===== src/rtl/module_instruction_fetch_pkg.sv =====
// Shared constants and the queue entry layout for the instruction fetch block.
package module_instruction_fetch_pkg;

    localparam int          DEFAULT_DEPTH = 4;
    localparam logic [31:0] NOP_INSTR     = 32'h00000013;

    // 65-bit queue entry: instruction word, fetch pc, misaligned flag.
    typedef struct packed {
        logic [31:0] instr;
        logic [31:0] pc;
        logic        misaligned;
    } fetch_entry_t;

endpackage


===== src/rtl/module_instruction_fetch_if.sv =====
// Fetch request, memory and decode-side signals of the instruction fetch block.
interface module_instruction_fetch_if;

    logic        req_valid;
    logic [31:0] req_addr;
    logic        req_ready;
    logic        flush;
    logic        mem_en;
    logic [29:0] mem_addr;
    logic [31:0] mem_rdata;
    logic        instr_valid;
    logic [31:0] instr;
    logic [31:0] instr_pc;
    logic        instr_misaligned;
    logic        instr_ready;

    modport master (
        output req_valid, req_addr, flush, mem_rdata, instr_ready,
        input  req_ready, mem_en, mem_addr, instr_valid, instr, instr_pc, instr_misaligned
    );

    modport slave (
        input  req_valid, req_addr, flush, mem_rdata, instr_ready,
        output req_ready, mem_en, mem_addr, instr_valid, instr, instr_pc, instr_misaligned
    );

endinterface


===== src/rtl/module_instruction_fetch_queue.sv =====
// In-order instruction queue; pointers wrap naturally since DEPTH is a power of two.
module fetch_queue
    import module_instruction_fetch_pkg::*;
#(
    parameter int DEPTH = DEFAULT_DEPTH
) (
    input  logic                   clock,
    input  logic                   reset,
    input  logic                   clear,
    input  logic                   push,
    input  fetch_entry_t           push_data,
    input  logic                   pop,
    output logic                   head_valid,
    output fetch_entry_t           head_data,
    output logic [$clog2(DEPTH):0] count
);

    localparam int PW = $clog2(DEPTH);
    localparam int CW = PW + 1;

    fetch_entry_t   slots [DEPTH];
    logic [PW-1:0]  wr_ptr;
    logic [PW-1:0]  rd_ptr;
    logic           do_pop;

    assign do_pop     = pop && (count != '0);
    assign head_valid = (count != '0);
    assign head_data  = head_valid ? slots[rd_ptr] : '0;

    // Entry storage; stale slots are never visible because head is gated by count.
    always_ff @(posedge clock) begin
        if (push) begin
            slots[wr_ptr] <= push_data;
        end
    end

    // Pointers and occupancy; clear (flush) drops everything including a same-cycle push.
    always_ff @(posedge clock) begin
        if (!reset || clear) begin
            wr_ptr <= '0;
            rd_ptr <= '0;
            count  <= '0;
        end else begin
            if (push) begin
                wr_ptr <= wr_ptr + PW'(1);
            end
            if (do_pop) begin
                rd_ptr <= rd_ptr + PW'(1);
            end
            if (push && !do_pop) begin
                count <= count + CW'(1);
            end else if (!push && do_pop) begin
                count <= count - CW'(1);
            end
        end
    end

endmodule


===== src/rtl/module_instruction_fetch.sv =====
// Instruction fetch: credit-limited requests, one-cycle memory read, queued results.
module module_instruction_fetch
    import module_instruction_fetch_pkg::*;
#(
    parameter int DEPTH = DEFAULT_DEPTH
) (
    input logic                       clock,
    input logic                       reset,
    module_instruction_fetch_if.slave bus
);

    localparam int CW = $clog2(DEPTH) + 1;

    logic          inflight;
    logic [31:0]   inflight_pc;
    logic          inflight_mis;
    logic [29:0]   mem_addr_q;
    logic [CW-1:0] count;
    logic [CW-1:0] used;
    logic          accept;
    logic          push;
    logic          pop;
    logic          head_valid;
    fetch_entry_t  push_data;
    fetch_entry_t  head_data;

    // Credits count queued entries plus the one outstanding read; instr_ready is not involved.
    assign used          = count + CW'(inflight);
    assign bus.req_ready = reset && !bus.flush && (used < CW'(DEPTH));
    assign accept        = bus.req_valid && bus.req_ready;
    assign bus.mem_en    = accept;
    assign bus.mem_addr  = accept ? bus.req_addr[31:2] : mem_addr_q;

    assign push = inflight && !bus.flush;
    assign pop  = head_valid && bus.instr_ready && !bus.flush;

    // Build the entry for the returning read; misaligned fetches become a NOP.
    always_comb begin
        push_data            = '0;
        push_data.instr      = inflight_mis ? NOP_INSTR : bus.mem_rdata;
        push_data.pc         = inflight_pc;
        push_data.misaligned = inflight_mis;
    end

    // Outstanding-read tag and held memory address; reset drops any read in flight.
    always_ff @(posedge clock) begin
        if (!reset) begin
            inflight     <= 1'b0;
            inflight_pc  <= '0;
            inflight_mis <= 1'b0;
            mem_addr_q   <= '0;
        end else begin
            inflight <= accept;
            if (accept) begin
                inflight_pc  <= bus.req_addr;
                inflight_mis <= |bus.req_addr[1:0];
                mem_addr_q   <= bus.req_addr[31:2];
            end
        end
    end

    fetch_queue #(.DEPTH(DEPTH)) u_queue (
        .clock      (clock),
        .reset      (reset),
        .clear      (bus.flush),
        .push       (push),
        .push_data  (push_data),
        .pop        (pop),
        .head_valid (head_valid),
        .head_data  (head_data),
        .count      (count)
    );

    assign bus.instr_valid      = head_valid;
    assign bus.instr            = head_data.instr;
    assign bus.instr_pc         = head_data.pc;
    assign bus.instr_misaligned = head_data.misaligned;

endmodule


===== src/flat_wrapper.sv =====
// flat-port wrapper written by rule: the top's interface ports become plain ports
module module_instruction_fetch_flat import module_instruction_fetch_pkg::*;
#(
    parameter int DEPTH = DEFAULT_DEPTH
)
  (clock, reset, bus_req_valid, bus_req_addr, bus_flush, bus_mem_rdata, bus_instr_ready, bus_req_ready, bus_mem_en, bus_mem_addr, bus_instr_valid, bus_instr, bus_instr_pc, bus_instr_misaligned);
  module_instruction_fetch_if bus_i ();
  input logic clock;
  input logic reset;
  input wire logic [$bits(bus_i.req_valid)-1:0] bus_req_valid;
  input wire logic [$bits(bus_i.req_addr)-1:0] bus_req_addr;
  input wire logic [$bits(bus_i.flush)-1:0] bus_flush;
  input wire logic [$bits(bus_i.mem_rdata)-1:0] bus_mem_rdata;
  input wire logic [$bits(bus_i.instr_ready)-1:0] bus_instr_ready;
  output wire logic [$bits(bus_i.req_ready)-1:0] bus_req_ready;
  output wire logic [$bits(bus_i.mem_en)-1:0] bus_mem_en;
  output wire logic [$bits(bus_i.mem_addr)-1:0] bus_mem_addr;
  output wire logic [$bits(bus_i.instr_valid)-1:0] bus_instr_valid;
  output wire logic [$bits(bus_i.instr)-1:0] bus_instr;
  output wire logic [$bits(bus_i.instr_pc)-1:0] bus_instr_pc;
  output wire logic [$bits(bus_i.instr_misaligned)-1:0] bus_instr_misaligned;
  assign bus_i.req_valid = bus_req_valid;
  assign bus_i.req_addr = bus_req_addr;
  assign bus_i.flush = bus_flush;
  assign bus_i.mem_rdata = bus_mem_rdata;
  assign bus_i.instr_ready = bus_instr_ready;
  assign bus_req_ready = bus_i.req_ready;
  assign bus_mem_en = bus_i.mem_en;
  assign bus_mem_addr = bus_i.mem_addr;
  assign bus_instr_valid = bus_i.instr_valid;
  assign bus_instr = bus_i.instr;
  assign bus_instr_pc = bus_i.instr_pc;
  assign bus_instr_misaligned = bus_i.instr_misaligned;
  module_instruction_fetch #(.DEPTH(DEPTH)) u_core (.clock(clock), .reset(reset), .bus(bus_i));
endmodule

===== config.mk =====
export PLATFORM = sky130hd
export DESIGN_NAME = module_instruction_fetch_flat
export DESIGN_NICKNAME = d
export VERILOG_FILES = /design/src/rtl/module_instruction_fetch_pkg.sv /design/src/rtl/module_instruction_fetch_if.sv /design/src/rtl/module_instruction_fetch_queue.sv /design/src/rtl/module_instruction_fetch.sv /design/src/flat_wrapper.sv
export SDC_FILE = /design/constraint.sdc
export NUM_CORES = 1
export LEC_CHECK = 0
export BUFFER_PORTS_ARGS = -buffer_cell sky130_fd_sc_hd__buf_2
export CAP_MARGIN = 10
export CORE_MARGIN = 4
export CORE_UTILIZATION = 58
export DETAILED_ROUTE_END_ITERATION = 7
export PLACE_DENSITY = 0.8
export SKIP_LAST_GASP = 1
export SYNTH_ARGS = -nofsm -noshare
export SYNTH_HDL_FRONTEND = slang
export SYNTH_SLANG_ARGS = --single-unit

===== constraint.sdc =====
create_clock -name clock -period 3.4 [get_ports clock]
set_input_delay 0.68 -clock clock [delete_from_list [all_inputs] [get_ports clock]]
set_output_delay 0.68 -clock clock [all_outputs]
set_load 0.01 [all_outputs]

==> impl_metrics.py <==
metrics = {
    "clock_network": {
        "cts_buffer_depth": 3,
        "htree_levels": 2,
        "cts_resized": 0,
        "cts_tree": "built",
        "cts_buffers": 34,
        "ctsRootBufferMaster": "clkbuf_16",
        "ctsHoldBuffers": 0,
        "cts_setup_buffers": 0,
        "cts.clk_slew.worst_paths_ps": 60,
        "cts_sinks": 333,
        "clk-insertion-delay-late_ps": 500,
    },
    "logic_synthesis": {
        "avgSynthCellArea_um2": 17.2,
        "synth_top_cell_area_share": 0.592,
        "yosysMostFrequentCell": "edfxtp_1",
        "synth_top_area_cell": "edfxtp_1",
        "synth-edff-count": 260,
        "ys_types": 30,
        "yosysSeqAreaShare": 0.702,
        "synth.area.top_cells": "edfxtp_1, mux4_2, dfxtp_1, mux2i_1, and2_1",
        "syn_area_um2": 13200,
        "synthCells": 769,
        "synth_common_cells": "edfxtp_1, dfxtp_1, and2_1",
        "synth_seq_cells": 333,
        "async_flop_share": 0,
        "synth_warnings": 0,
        "syn_nets": 844,
        "synth_ff_type": "edfxtp_1",
    },
    "die": {
        "start_util": 0.597,
        "die_y_um": 159,
        "core_area_um2": 22100,
        "io_pins": 167,
        "die_x_um": 159,
        "die-area_um2": 25200,
        "core.rowCount": 54,
    },
    "critical_path": {
        "crit_chain": "a31oi_1, o2111ai_4, buf_12, mux2_2, buf_2",
        "r2r_slack_ps": 1030,
        "reg2reg_to": "u_core.u_queue.count[2]$_SDFFE_PP0P_",
        "critPathMaxFanout": 42,
        "max_stage_delay_ps": 500,
        "cp_top_family": "compound AO/OA/AOI/OAI gates",
        "critPathSlowestCell": "o2111ai_4",
        "crit_type": "reg2out",
        "path_buf_inv": 2,
        "cp.required_ps": 2720,
        "crit_path_end_kind": "primary output",
        "crit_path_start_kind": "flop",
        "worst-r2r-cell-count": 8,
        "r2r_start": "u_core.u_queue.count[0]$_SDFFE_PP0P_",
        "worstPathArrival_ps": 2490,
    },
    "routing": {
        "drt_iter0_drc": 360,
        "routed_wl_um": 24300,
        "viasPerCell": 5.49,
        "num_vias": 6879,
        "ant_nets": 0,
        "drc": 0,
        "firstDrtPassIters": 5,
        "wl_per_cell_um": 19.3,
    },
    "job": {
        "max-cap-violations": 0,
    },
    "grt": {
        "grt_antenna_before_repair": 2,
        "grt_pass1_wl_um": 39400,
        "grt_max_degree": 65,
        "grt_pass1_vias": 7276,
        "overflow": 0,
        "track_usage": 0.196,
    },
    "sta": {
        "finalHoldViolations": 0,
        "skew_ps": 11.8,
        "setup_violations": 0,
        "slew-limit-headroom": 0.466,
        "final.min_clock_period_ps": 3170,
        "setup_slack_ps": 228,
        "whs_ps": 429,
        "slew_violations": 0,
        "worst_pin_slew_ps": 800,
        "fmax_ghz": 0.315,
        "tns_ps": 0,
        "rsz0062_at_grt": "false",
        "post-route-period-util": 0.933,
    },
    "placed_design": {
        "gp_congestion": 0.731,
        "pre_cts_ws_ps": 684,
        "hpwlAfterDp_um": 15000,
        "portBuffers": 166,
    },
    "layout": {
        "diodes": 0,
        "drive_gt1_frac": 0.340,
        "finalNetCount": 1024,
        "area_growth_pct": 17.3,
    },
    "power": {
        "p_per_area_nw_per_um2": 545,
        "combPwrFrac": 0.046,
        "total_leakage_power_uw": 0.00617,
        "power_frac_clock": 0.420,
        "intPower_uw": 6760,
        "total_power_uw": 8440,
        "swShare": 0.198,
        "vdd_ir_drop_max_mv": 0.345,
        "p_seq_frac": 0.534,
        "switchingPower_uw": 1670,
    },
    "worst_hold_path": {
        "holdPathStages": 3,
        "worstHoldPathType": "in2reg",
        "min_from": "bus_req_addr[0]",
        "holdPathEnd": "u_core.inflight_pc[0]$_SDFFE_PN0N_",
    },
    "outcome": {
        "outcome": "finished clean",
    },
}
cell usage in the layout, fill, tap and decap left out, types with 7 or more instances in the layout:
| cell | synthesis | layout |
|---|---|---|
| dfxtp_1 | 73 | 71 |
| nor2_1 | 10 | 10 |
| nor2b_1 | 30 | 30 |
| buf_4 | 3 | 14 |
| clkbuf_1 | 18 | 8 |
| mux4_2 | 65 | 65 |
| mux2_2 | 24 | 24 |
| edfxtp_1 | 260 | 260 |
| buf_2 | 10 | 166 |
| and2_1 | 69 | 65 |
| clkinv_1 | 0 | 7 |
| clkbuf_16 | 0 | 37 |
| nand2_1 | 64 | 64 |
| inv_1 | 38 | 38 |
| mux2i_1 | 65 | 65 |
worst min-delay path: cells and delay by family:
kind	cells	cell delay [ps]
buffers and inverters	2	150
muxes	1	50
how the worst max path moves through the flow:
stage	end	slack, ps	cells after the start	from
4_1_cts	bus_mem_addr[20]	210	5	u_core.u_queue.count[0]$_SDFFE_PP0P_
5_1_grt	bus_mem_addr[17]	80	5	u_core.u_queue.count[1]$_SDFFE_PP0P_
2_1_floorplan	u_core.u_queue.slots[0][0]$_DFFE_PP_	530	2	bus_flush
6_report	bus_mem_addr[20]	230	5	u_core.u_queue.count[1]$_SDFFE_PP0P_
3_5_place_dp	bus_mem_addr[11]	680	6	bus_flush
3_3_place_gp	bus_mem_addr[23]	730	6	bus_flush
routing by layer:
layer  up-vias  part of all wire  track usage
met1      3397              0.40        0.251
met5         -           0.00082            0
met3        47             0.071       0.0508
li1       3220                 -            -
met4         4             0.024       0.0485
met2       211              0.50        0.340
flip-flops by register name, indices dropped and copies added (netlist names), named ones only:
name,cells
u_core.mem_addr_q,30
u_core.u_queue.rd_ptr,2
u_core.u_queue.wr_ptr,2
u_core.u_queue.count,3
u_core.inflight,1
u_core.inflight_mis,1
u_core.u_queue.slots,260
u_core.inflight_pc,32
final cells by class:
class                      count  area [µm²]
clock buffer                  45         956
tap                          280         350
fill                        1454        6620
timing repair buffer         185        1040
inverter                      38         143
multi-input combinational    357        3590
sequential                   333        9280
clock inverter                16         125
cell families after synthesis:
kind of cell,Yosys count,share of synthesized area
compound gates,6,0.00360
buf+inv,79,0.0271
flops,333,0.702
simple gates,180,0.0714
fa+ha+maj,6,0.00626
mux,160,0.186
xor+xnor,5,0.00332
power by group through the flow:
stage                     logic (µW)  registers [µW]  clock network [µW]
after floorplan                  246            4580                   0
final                            385            4510                3550
after global routing             428            4520                3830
after CTS                        392            4510                3640
after detailed placement         389            4600                   0
after global placement           380            4590                   0
per-stage QoR:
| stage | util | cells | cell area, µm² |
|---|---|---|---|
| final | 0.701 | 1254 | 15500 |
| after global routing | 0.701 | 1254 | 15500 |
| after CTS | 0.701 | 1254 | 15500 |
| after detailed placement | 0.652 | 1193 | 14400 |
| after global placement | 0.652 | 1193 | 14400 |
| after floorplan | - | 769 | 13200 |
Note: power is estimated with default switching activity, not from simulation.
